`src/rtl/execute_stage_pkg.sv`:
```
// rtl/execute_stage_pkg.sv - Y86-64 encodings, E-register/CC types and condition evaluation
// Contents:
//   icodes, ALU function enum, condition (ifun) codes, stat codes, RESP/RNONE,
//   cc_t {zf,sf,of}, e_reg_t (E pipeline register), bubble/reset constants,
//   cond_eval() for jXX/cmovXX.
package execute_stage_pkg;

    localparam logic [3:0] IHALT   = 4'h0;
    localparam logic [3:0] INOP    = 4'h1;
    localparam logic [3:0] IRRMOVQ = 4'h2;
    localparam logic [3:0] IIRMOVQ = 4'h3;
    localparam logic [3:0] IRMMOVQ = 4'h4;
    localparam logic [3:0] IMRMOVQ = 4'h5;
    localparam logic [3:0] IOPQ    = 4'h6;
    localparam logic [3:0] IJXX    = 4'h7;
    localparam logic [3:0] ICALL   = 4'h8;
    localparam logic [3:0] IRET    = 4'h9;
    localparam logic [3:0] IPUSHQ  = 4'hA;
    localparam logic [3:0] IPOPQ   = 4'hB;

    typedef enum logic [1:0] {
        ALUADD = 2'd0,
        ALUSUB = 2'd1,
        ALUAND = 2'd2,
        ALUXOR = 2'd3
    } alu_fn_e;

    localparam logic [3:0] C_YES = 4'h0;
    localparam logic [3:0] C_LE  = 4'h1;
    localparam logic [3:0] C_L   = 4'h2;
    localparam logic [3:0] C_E   = 4'h3;
    localparam logic [3:0] C_NE  = 4'h4;
    localparam logic [3:0] C_GE  = 4'h5;
    localparam logic [3:0] C_G   = 4'h6;

    localparam logic [3:0] SAOK = 4'h1;
    localparam logic [3:0] SADR = 4'h2;
    localparam logic [3:0] SINS = 4'h3;
    localparam logic [3:0] SHLT = 4'h4;

    localparam logic [3:0] RESP  = 4'h4;
    localparam logic [3:0] RNONE = 4'hF;

    typedef struct packed {
        logic zf;
        logic sf;
        logic of;
    } cc_t;

    localparam cc_t CC_RESET = '{zf: 1'b1, sf: 1'b0, of: 1'b0};

    typedef struct packed {
        logic [3:0]  stat;
        logic [3:0]  icode;
        logic [3:0]  ifun;
        logic [63:0] val_c;
        logic [63:0] val_a;
        logic [63:0] val_b;
        logic [3:0]  dst_e;
        logic [3:0]  dst_m;
        logic [3:0]  src_a;
        logic [3:0]  src_b;
    } e_reg_t;

    localparam e_reg_t E_BUBBLE = '{
        stat:  SAOK,
        icode: INOP,
        ifun:  4'h0,
        val_c: 64'h0,
        val_a: 64'h0,
        val_b: 64'h0,
        dst_e: RNONE,
        dst_m: RNONE,
        src_a: RNONE,
        src_b: RNONE
    };

    function automatic logic cond_eval(input logic [3:0] fn, input cc_t cc);
        logic lt;
        lt = cc.sf ^ cc.of;
        case (fn)
            C_YES:   cond_eval = 1'b1;
            C_LE:    cond_eval = lt | cc.zf;
            C_L:     cond_eval = lt;
            C_E:     cond_eval = cc.zf;
            C_NE:    cond_eval = ~cc.zf;
            C_GE:    cond_eval = ~lt;
            C_G:     cond_eval = ~lt & ~cc.zf;
            default: cond_eval = 1'b0;
        endcase
    endfunction

endpackage

```
`src/rtl/exec_alu.sv`:
```
// rtl/exec_alu.sv - combinational 64-bit Y86-64 ALU with ZF/SF/OF generation
// Ports:
//   alu_a, alu_b [63:0] in  : operands (result is B op A)
//   alu_fn              in  : ADD/SUB/AND/XOR
//   result [63:0]       out : wrap-around result, carry discarded
//   flags               out : {zf, sf, of} derived from result
module exec_alu
    import execute_stage_pkg::*;
(
    input  logic [63:0] alu_a,
    input  logic [63:0] alu_b,
    input  alu_fn_e     alu_fn,
    output logic [63:0] result,
    output cc_t         flags
);

    always_comb begin
        result   = 64'h0;
        flags.of = 1'b0;
        case (alu_fn)
            ALUADD: begin
                result   = alu_b + alu_a;
                flags.of = (alu_a[63] == alu_b[63]) && (result[63] != alu_a[63]);
            end
            ALUSUB: begin
                result   = alu_b - alu_a;
                flags.of = (alu_a[63] != alu_b[63]) && (result[63] != alu_b[63]);
            end
            ALUAND: result = alu_b & alu_a;
            ALUXOR: result = alu_b ^ alu_a;
            default: result = 64'h0;
        endcase
        flags.zf = (result == 64'h0);
        flags.sf = result[63];
    end

endmodule

```
`src/rtl/execute_stage.sv`:
```
// rtl/execute_stage.sv - Y86-64 execute stage: E register, ALU, CC register, cond evaluation
// Optional feature macro: EXEC_EXC_CC_GATE_EN (CC writes also require m_stat_i and W_stat_i == SAOK)
// Ports:
//   clk_i, rst_n_i (async, active-low), E_bubble_i
//   d_stat_i/d_icode_i/d_ifun_i, d_valC_i/d_valA_i/d_valB_i, d_dstE_i/d_dstM_i/d_srcA_i/d_srcB_i : decode outputs
//   m_stat_i, W_stat_i : downstream status for CC gating
//   e_valE_o, e_dstE_o, e_cnd_o : combinational results of the instruction in E
//   E_stat_o, E_icode_o, E_valA_o, E_dstM_o, E_srcA_o, E_srcB_o : registered E fields
module execute_stage
    import execute_stage_pkg::*;
(
    input  logic        clk_i,
    input  logic        rst_n_i,
    input  logic        E_bubble_i,
    input  logic [3:0]  d_stat_i,
    input  logic [3:0]  d_icode_i,
    input  logic [3:0]  d_ifun_i,
    input  logic [63:0] d_valC_i,
    input  logic [63:0] d_valA_i,
    input  logic [63:0] d_valB_i,
    input  logic [3:0]  d_dstE_i,
    input  logic [3:0]  d_dstM_i,
    input  logic [3:0]  d_srcA_i,
    input  logic [3:0]  d_srcB_i,
    input  logic [3:0]  m_stat_i,
    input  logic [3:0]  W_stat_i,
    output logic [63:0] e_valE_o,
    output logic [3:0]  e_dstE_o,
    output logic        e_cnd_o,
    output logic [3:0]  E_stat_o,
    output logic [3:0]  E_icode_o,
    output logic [3:0]  E_dstM_o,
    output logic [3:0]  E_srcA_o,
    output logic [3:0]  E_srcB_o,
    output logic [63:0] E_valA_o
);

    e_reg_t      e_q;
    e_reg_t      d_in;
    cc_t         cc_q;
    cc_t         alu_flags;
    logic [63:0] alu_a;
    logic [63:0] alu_b;
    logic [63:0] alu_result;
    alu_fn_e     alu_fn;
    logic        set_cc;

    always_comb begin
        d_in = '{
            stat:  d_stat_i,
            icode: d_icode_i,
            ifun:  d_ifun_i,
            val_c: d_valC_i,
            val_a: d_valA_i,
            val_b: d_valB_i,
            dst_e: d_dstE_i,
            dst_m: d_dstM_i,
            src_a: d_srcA_i,
            src_b: d_srcB_i
        };
    end

    // Bubble wins over a normal load.
    always_ff @(posedge clk_i or negedge rst_n_i) begin
        if (!rst_n_i) begin
            e_q <= E_BUBBLE;
        end else if (E_bubble_i) begin
            e_q <= E_BUBBLE;
        end else begin
            e_q <= d_in;
        end
    end

    always_comb begin
        alu_a = 64'h0;
        case (e_q.icode)
            IRRMOVQ, IOPQ:             alu_a = e_q.val_a;
            IIRMOVQ, IRMMOVQ, IMRMOVQ: alu_a = e_q.val_c;
            ICALL, IPUSHQ:             alu_a = 64'hFFFF_FFFF_FFFF_FFF8;
            IRET, IPOPQ:               alu_a = 64'h0000_0000_0000_0008;
            default:                   alu_a = 64'h0;
        endcase
    end

    always_comb begin
        alu_b = 64'h0;
        case (e_q.icode)
            IRMMOVQ, IMRMOVQ, IOPQ, ICALL, IPUSHQ, IRET, IPOPQ: alu_b = e_q.val_b;
            default:                                            alu_b = 64'h0;
        endcase
    end

    // Undefined OPQ function codes fall back to ADD.
    always_comb begin
        alu_fn = ALUADD;
        if (e_q.icode == IOPQ) begin
            case (e_q.ifun)
                4'h1:    alu_fn = ALUSUB;
                4'h2:    alu_fn = ALUAND;
                4'h3:    alu_fn = ALUXOR;
                default: alu_fn = ALUADD;
            endcase
        end
    end

    exec_alu u_alu (
        .alu_a  (alu_a),
        .alu_b  (alu_b),
        .alu_fn (alu_fn),
        .result (alu_result),
        .flags  (alu_flags)
    );

`ifdef EXEC_EXC_CC_GATE_EN
    // A faulting instruction further down the pipe freezes the flags so
    // younger instructions cannot leave architecturally visible state behind.
    assign set_cc = (e_q.icode == IOPQ) && (m_stat_i == SAOK) && (W_stat_i == SAOK);
`else
    logic unused_stat;
    assign unused_stat = ^{m_stat_i, W_stat_i};
    assign set_cc = (e_q.icode == IOPQ);
`endif

    always_ff @(posedge clk_i or negedge rst_n_i) begin
        if (!rst_n_i) begin
            cc_q <= CC_RESET;
        end else if (set_cc) begin
            cc_q <= alu_flags;
        end
    end

    // Condition uses the registered CC, never the flags being produced this cycle.
    assign e_cnd_o  = cond_eval(e_q.ifun, cc_q);
    assign e_valE_o = alu_result;
    assign e_dstE_o = ((e_q.icode == IRRMOVQ) && !e_cnd_o) ? RNONE : e_q.dst_e;

    assign E_stat_o  = e_q.stat;
    assign E_icode_o = e_q.icode;
    assign E_valA_o  = e_q.val_a;
    assign E_dstM_o  = e_q.dst_m;
    assign E_srcA_o  = e_q.src_a;
    assign E_srcB_o  = e_q.src_b;

endmodule

```
`config.mk`:
```
export PLATFORM = sky130hd
export DESIGN_NAME = execute_stage
export DESIGN_NICKNAME = d
export VERILOG_FILES = /design/src/rtl/execute_stage_pkg.sv /design/src/rtl/exec_alu.sv /design/src/rtl/execute_stage.sv
export SDC_FILE = /design/constraint.sdc
export NUM_CORES = 1
export LEC_CHECK = 0
export CAP_MARGIN = 0
export CORE_UTILIZATION = 30
export CTS_CLUSTER_DIAMETER = 150
export CTS_CLUSTER_SIZE = 20
export DETAILED_ROUTE_END_ITERATION = 16
export GPL_ROUTABILITY_DRIVEN = 0
export PLACE_DENSITY = 0.53
export SETUP_SLACK_MARGIN = 0.5
export SKIP_CTS_REPAIR_TIMING = 1
export SLEW_MARGIN = 15
export SYNTH_ARGS = -nofsm -noshare
export SYNTH_HDL_FRONTEND = slang
export SYNTH_SLANG_ARGS = --single-unit
```
`constraint.sdc`:
```
create_clock -name clk_i -period 6.1 [get_ports clk_i]
set_input_delay 0.61 -clock clk_i [delete_from_list [all_inputs] [get_ports clk_i]]
set_output_delay 0.61 -clock clk_i [all_outputs]
set_load 0.01 [all_outputs]
```
==> results of run 1 <==
[worst max path at each step]
stage                      startpoint                  end  slack (ns)  depth (start not counted)
5_1_grt        E_icode_o[0]$_DFF_PN1_         e_valE_o[54]         0.1                         21
3_3_place_gp   E_icode_o[0]$_DFF_PN1_  cc_q[2]$_DFFE_PN1N_        0.03                         24
6_report       E_icode_o[0]$_DFF_PN1_         e_valE_o[54]        0.18                         20
3_5_place_dp   E_icode_o[0]$_DFF_PN1_  cc_q[2]$_DFFE_PN1N_        0.04                         22
2_1_floorplan  E_icode_o[0]$_DFF_PN1_         e_valE_o[62]        0.98                         18
4_1_cts        E_icode_o[3]$_DFF_PN0_         e_valE_o[58]       -0.54                         16
[sequential cells by signal, indices dropped and copies added, names as in the netlist]
name,cells
e_q,136
E_valA_o,64
E_dstM_o,4
E_icode_o,4
E_srcA_o,4
E_srcB_o,4
E_stat_o,4
cc_q,3
[layout make-up]
cell class              instances  area (sq um)  share of cell area
multi-input cells            1890         14420              0.5015
well taps                     855          1070             0.03720
clock inverters                 1         20.02           0.0006961
clock buffers                  20         394.1             0.01370
inverters                     138         539.3             0.01875
flip-flops and latches        223          5605              0.1949
repair buffers                729          6709              0.2333
[per-stage QoR]
step | instances | setup slack, ns | cell area (sq um) | utilization | hold slack (ns)
after floorplan | 2479 | 0.9807 | 19860 | - | 0.3144
after global placement | 3762 | 0.02584 | 25790 | 0.3973 | 0.4805
after detailed placement | 3762 | 0.04357 | 25790 | 0.3973 | 0.4846
after CTS | 3783 | -0.5445 | 26210 | 0.4037 | 0.1451
after global routing | 3856 | 0.09819 | 28760 | 0.4429 | 0.1704
final | 3856 | 0.1783 | 28760 | 0.4429 | 0.1362
[placed cells by master (no fill, tap or decap), types with 18 or more instances in the layout]
master,count
clkdlybuf4s50_1,327
buf_4,319
nor2b_1,307
dfrtp_1,203
nand2_1,154
a21oi_1,152
nor2_1,137
inv_1,128
ha_1,91
o21ai_0,71
a221o_1,51
nand3_1,46
xnor2_1,45
a21oi_2,43
o211ai_1,39
nor3_1,37
nand2b_1,31
a21o_1,30
buf_6,28
dlymetal6s2s_1,28
or2_2,26
o21ai_2,26
o21bai_1,21
o21ai_1,20
dfstp_2,19
o31ai_1,19
nor4_1,19
ha_2,19
mux2i_1,18
[cells in the mapped netlist, drive strengths merged, types with 9 or more instances]
cell type / instances
a221oi: 28
mux2: 9
nand4: 17
or2: 27
o31ai: 33
a221o: 56
ha: 127
o21ai: 122
xor2: 10
o211ai: 39
clkbuf: 112
a211oi: 22
nand2b: 37
o21a: 16
a21o: 30
dfstp: 19
a21boi: 11
nand2: 164
a22oi: 11
nor2: 153
a311oi: 10
a31oi: 22
inv: 136
nand3: 52
o22ai: 15
nor4: 37
nor3: 52
and2: 10
buf: 116
xnor2: 46
a21oi: 201
mux2i: 18
and3: 17
or3: 18
nor2b: 310
a211o: 9
dfrtp: 204
o21bai: 24
or4: 10
[critical path: cells and delay by family, from the launching register on]
family | cells | cell delay [ns]
buffers and inverters | 6 | 0.88
multiplexers | 1 | 0.29
flip-flops | 1 | 0.60
AO/OA/AOI/OAI | 8 | 2.20
AND/OR/NAND/NOR | 3 | 0.39
XOR/XNOR | 1 | 0.05
adder cells (fa/ha/maj) | 1 | 0.34
[kinds of logic after synthesis]
| kind of cell | Yosys count |
|---|---|
| flops | 223 |
| compound gates | 734 |
| xor+xnor | 56 |
| simple gates | 943 |
| mux | 27 |
| buf+inv | 366 |
| fa+ha+maj | 130 |
[power groups by stage]
| stage | Combinational [W] | Sequential (W) | Clock [W] |
|---|---|---|---|
| 5_1_grt | 0.00247 | 0.00160 | 0.00111 |
| 4_1_cts | 0.00197 | 0.00159 | 0.00106 |
| 3_3_place_gp | 0.00194 | 0.00162 | 0 |
| 3_5_place_dp | 0.00196 | 0.00162 | 0 |
| 2_1_floorplan | 0.00102 | 0.00161 | 0 |
| 6_report | 0.00234 | 0.00159 | 0.00102 |
[layer usage]
metal / vias to the layer above / track usage / share of wire
met5: - / 0 / 0
met4: 0 / 0.09036 / 0.047
met3: 243 / 0.04501 / 0.089
met2: 1154 / 0.3819 / 0.45
met1: 10359 / 0.3155 / 0.41
li1: 9837 / - / -
==> flow_summary_export.csv, run 1 <==
group,metric,value,unit
logic_synthesis,synthesis.area,19860,sq um
floorplanning,die_h,259.3,microns
hold_path,hp-class,"in -> async",
setup_path,reg2reg_from,"E_icode_o[0]$_DFF_PN1_",
logic_synthesis,syn_nets,2839,
logic_synthesis,ys_ff_latch,223,
logic_synthesis,synth_edf_count,0,
sta,rsz0062_at_grt,"yes",
sta,skew,0.02889,ns
power,p_int,0.003107,W
floorplanning,rows,93,
sta,finalSetupTns,0,ns
cts,clk_latency,0.52,ns
power,p_total,0.004954,W
global_routing,antenna_found_initial,1,
place,io_buffer_count,375,
global_routing,grt_usage,0.2381,
setup_path,r2r_slack,0.32,ns
logic_synthesis,synth-simple-area-share,0.2575,
setup_path,rr_endpoint,"cc_q[2]$_DFFE_PN1N_",
layout,fillerInstances,6372,
setup_path,end_kind,"primary output",
logic_synthesis,synthAdderAreaFrac,0.08252,
drt,drc_errors,0,
logic_synthesis,synth_top_family_by_area,"simple AND/OR/NAND/NOR gates",
logic_synthesis,ys_seq_area_frac,0.2822,
setup_path,arrival,5.31,ns
setup_path,path_cells,"nand2_2, mux2_4, nor2_4, buf_12, buf_4, buf_12, a221o_2, ha_2, a21oi_4, nand4_1, o31ai_4, o21ai_4, a221o_1, a31oi_2, buf_4, buf_6, xnor2_1, a222oi_1, o21ai_2, buf_2",
flow_run,cap_violations,0,
power,netSwitchingPower,0.001846,W
logic_synthesis,yosys_warnings,0,
sta,fmaxAchievable,168.9,MHz
logic_synthesis,yosysUniqueCellTypes,93,
cts,htreeDepth,1,
logic_synthesis,syn_area_per_cell,8.012,sq um
power,p_sw_frac,0.3727,
floorplanning,dieArea,67240,sq um
floorplanning,fp.dieW,259.3,microns
power,ir_worst_vdd,148.5,uV
power,clockPowerShare,0.206,
layout,layout.nets,3357,
drt,num_vias,21593,
power,p_per_area,172.2,nW/um^2
drt,totalWireLength,86820,microns
logic_synthesis,synthMuxAreaShare,0.01417,
logic_synthesis,synth_area_leaders,"dfrtp_1, nor2b_1, ha_1, a21oi_1, buf_4",
sta,setup_viol,0,
sta,finalHoldViolCount,0,
logic_synthesis,synth_top_cell_area_share,0.2570,
logic_synthesis,syn_inst,2479,
setup_path,worstRegToRegCells,24,
floorplanning,design.core.area,64930,sq um
status,status,"finished clean",
global_routing,grt_max_degree,136,
logic_synthesis,async_flop_share,1.000,
logic_synthesis,synth_top_cell_by_area,"dfrtp_1",
sta,slew_violations,0,
global_routing,first_global_vias,20600,
cts,cts_tree,"yes",
power,p_leak,12.44,nW
cts,root_buffer,"clkbuf_16",
cts,path_clk_slew,0.09,ns
setup_path,crit_slowest_cell,"dfstp_2",
drt,first_pass_iters,7,
place,dpl.hpwl,65590,microns
drt,ant_nets,0,
floorplanning,start_util,0.3059,
floorplanning,pin_count,384,
setup_path,cp-start-kind,"flop",
layout,syn_to_final_growth,44.80,%
power,share_seq_of_total_power,0.321,
layout,drive_gt1_frac,0.2536,
cts,cts_sinks,223,
sta,max_slew_margin,0.3307,
setup_path,critical_path_class,"reg -> out",
global_routing,grt_overflow,0,
drt,via_per_inst,5.600,
sta,period_share,0.9708,
logic_synthesis,synthXorXnorAreaFrac,0.02469,
setup_path,critical_path.max_fanout,28,
setup_path,crit_required,5.49,ns
drt,drtIter0Drc,1906,
sta,tightest_slew,1.004,ns
cts,numCtsBuffers,15,
cts,cts_buffer_depth,3,
logic_synthesis,synth_compound_area_frac,0.2527,
sta,fin_crit,5.922,ns
drt,routedWlPerCell,22.52,microns
global_routing,grt_pass1_wl,124500,microns
setup_path,worst_path_largest_cell_delay,0.60,ns
layout,antenna_cells,0,
power,combPwrFrac,0.473,
logic_synthesis,synth_flop_cell,"dfrtp_1",
No activity file was read; power rests on OpenSTA's default activity.
==> run 2, diff against run 1 <==
==> constraint.sdc (replaced) <==
create_clock -name clk_i -period 6.55 [get_ports clk_i]
set_input_delay 0.655 -clock clk_i [delete_from_list [all_inputs] [get_ports clk_i]]
set_output_delay 0.655 -clock clk_i [all_outputs]
set_load 0.01 [all_outputs]
==> run 2 against run 1 <==
  * Combinational power is 18% lower
  * Global-route usage decreased by 0.23 points
  * Count of clock-buffer cells in the layout up 1
  * Worst hold slack improved by 0.016 ns
==> flow_summary_export.csv, run 2 (same netlist as run 1, synthesis figures left out) <==
group,metric,value,unit
hold_path,hp-class,"in -> async",
sta,skew,0.02083,ns
power,p_sw_frac,0.3748,
floorplanning,rows,93,
drt,totalWireLength,85590,microns
global_routing,first_global_vias,19769,
sta,rsz0062_at_grt,"yes",
setup_path,critPathTopFamily,"simple AND/OR/NAND/NOR gates",
place,dpl.hpwl,64420,microns
layout,syn_to_final_growth,34.90,%
global_routing,grt_max_degree,129,
layout,max_flop_register,"e_q",
drt,drtIter0Drc,2093,
sta,fin_crit,6.056,ns
flow_run,cap_violations,0,
global_routing,met3_usage,0.05263,
floorplanning,pin_count,384,
cts,htreeDepth,1,
sta,fin_worst_hold_slack,0.1526,ns
layout,largest_reg_flops,136,
power,clockPowerShare,0.221,
power,ir_worst_vdd,133.6,uV
drt,via_per_inst,5.704,
layout,layout.nets,3160,
setup_path,arrival,5.40,ns
cts,path_clk_slew,0.09,ns
cts,clk_latency,0.53,ns
global_routing,grt_pass1_wl,122600,microns
setup_path,critical_path.max_fanout,5,
sta,tightest_slew,1.166,ns
global_routing,use_met1,0.3126,
global_routing,grt_overflow,0,
drt,routedWlPerCell,23.38,microns
setup_path,path_cells,"nand2_2, mux2_4, nor2_4, buf_6, buf_12, clkbuf_16, a221o_1, ha_2, a21oi_1, o211ai_1, buf_4, and4_1, or4_4, a211o_1, nor4_1, a311oi_1, o21ai_2, clkdlybuf4s50_1",
cts,root_buffer,"clkbuf_16",
setup_path,critical_path_class,"reg -> out",
power,p_int,0.002726,W
drt,first_pass_iters,6,
sta,finalHoldViolCount,0,
global_routing,antenna_found_initial,2,
layout,instances_no_fill,3661,
setup_path,worst_path_largest_cell_delay,0.61,ns
cts,numCtsBuffers,15,
drt,drc_errors,0,
sta,fmaxAchievable,165.1,MHz
global_routing,grt-busiest-layer,"met2",
layout,final_common_cell,"clkdlybuf4s50_1",
sta,setup_viol,0,
setup_path,cp-start-kind,"flop",
sta,slew_violations,0,
layout,mostFrequentLayoutCells,"clkdlybuf4s50_1, nor2b_1, dfrtp_1",
setup_path,crit_required,5.89,ns
floorplanning,start_util,0.3059,
global_routing,grt_usage,0.2359,
cts,cts_buffer_depth,3,
power,combPwrFrac,0.438,
drt,num_vias,20884,
place,dp.cells,3597,
power,p_total,0.004360,W
setup_path,crit_slowest_cell,"or4_4",
floorplanning,fp.dieW,259.3,microns
place,io_buffer_count,375,
status,status,"finished clean",
global_routing,use_met2,0.3670,
power,p_per_area,162.7,nW/um^2
setup_path,end_kind,"primary output",
power,p_leak,11.08,nW
floorplanning,die_h,259.3,microns
layout,drive_gt1_frac,0.1636,
cts,cts_tree,"yes",
power,netSwitchingPower,0.001634,W
power,share_seq_of_total_power,0.341,
setup_path,crit_buf_inv,5,
sta,max_slew_margin,0.2218,
floorplanning,dieArea,67240,sq um
drt,ant_nets,0,
sta,period_share,0.9246,
floorplanning,design.core.area,64930,sq um
cts,cts_sinks,223,
[run 2: cell count changes in the layout (fill, tap and decap cells not counted), moves of 14 or more]
cell / delta
buf_6: -20
a21oi_1: +29
clkdlybuf4s50_1: +25
o21ai_0: +14
buf_4: -183
a21oi_2: -25
o21ai_2: -17
[run 2: worst paths after layout]
kind,from,slack [ns],depth (start not counted),to
worst max-delay path,E_icode_o[0]$_DFF_PN1_,0.49,18,e_valE_o[36]
worst min-delay path,rst_n_i,0.15,1,E_stat_o[1]$_DFF_PN0_
worst max register to register,E_icode_o[1]$_DFF_PN0_,0.68,24,cc_q[2]$_DFFE_PN1N_
worst min register to register,cc_q[2]$_DFFE_PN1N_,0.51,2,cc_q[2]$_DFFE_PN1N_
max in group asynchronous,rst_n_i,5.02,2,E_valA_o[33]$_DFF_PN0_
min in group clk_i,E_bubble_i,0.50,2,E_valA_o[12]$_DFF_PN0_
[run 2: layer usage]
metal / part of all wire / vias to the layer above
met3: 0.097 / 239
li1: - / 9450
met5: 0 / -
met2: 0.44 / 1166
met1: 0.41 / 10029
met4: 0.046 / 0
[run 2: through the flow]
step	cell area (sq um)	util	worst slack, ns	TNS (ns)
floorplan	19860	-	1.386	0
global placement	24480	0.3771	0.2200	0
detailed placement	24480	0.3771	0.1727	0
CTS	24910	0.3836	-0.3619	-3.311
global route	26790	0.4126	0.3312	0
finish	26790	0.4126	0.4941	0
[run 2: layout make-up]
type | instances | area [sq um]
repair buffers | 532 | 5177
inverters | 138 | 521.8
diodes | 1 | 2.502
clock buffers | 21 | 407.9
clock inverters | 1 | 16.27
fillers | 6569 | 38140
flip-flops and latches | 223 | 5610
multi-input cells | 1890 | 13990
well taps | 855 | 1070
[run 2: power by group through the flow]
stage,Clock (W),Combinational [W],Sequential [W]
6_report,0.000964,0.00191,0.00149
5_1_grt,0.00106,0.00202,0.00150
4_1_cts,0.00102,0.00167,0.00149
3_5_place_dp,0,0.00166,0.00151
3_3_place_gp,0,0.00165,0.00151
2_1_floorplan,0,0.000950,0.00150
[run 2: worst register-to-register path: cells and delay by family (launching register included)]
family / cells / cell delay, ns
AND/OR/NAND/NOR: 9 / 2.19
AO/OA/AOI/OAI: 6 / 1.33
buffers and inverters: 6 / 1.01
flip-flops: 1 / 0.47
adder cells (fa/ha/maj): 1 / 0.39
XOR/XNOR: 1 / 0.26
multiplexers: 1 / 0.16
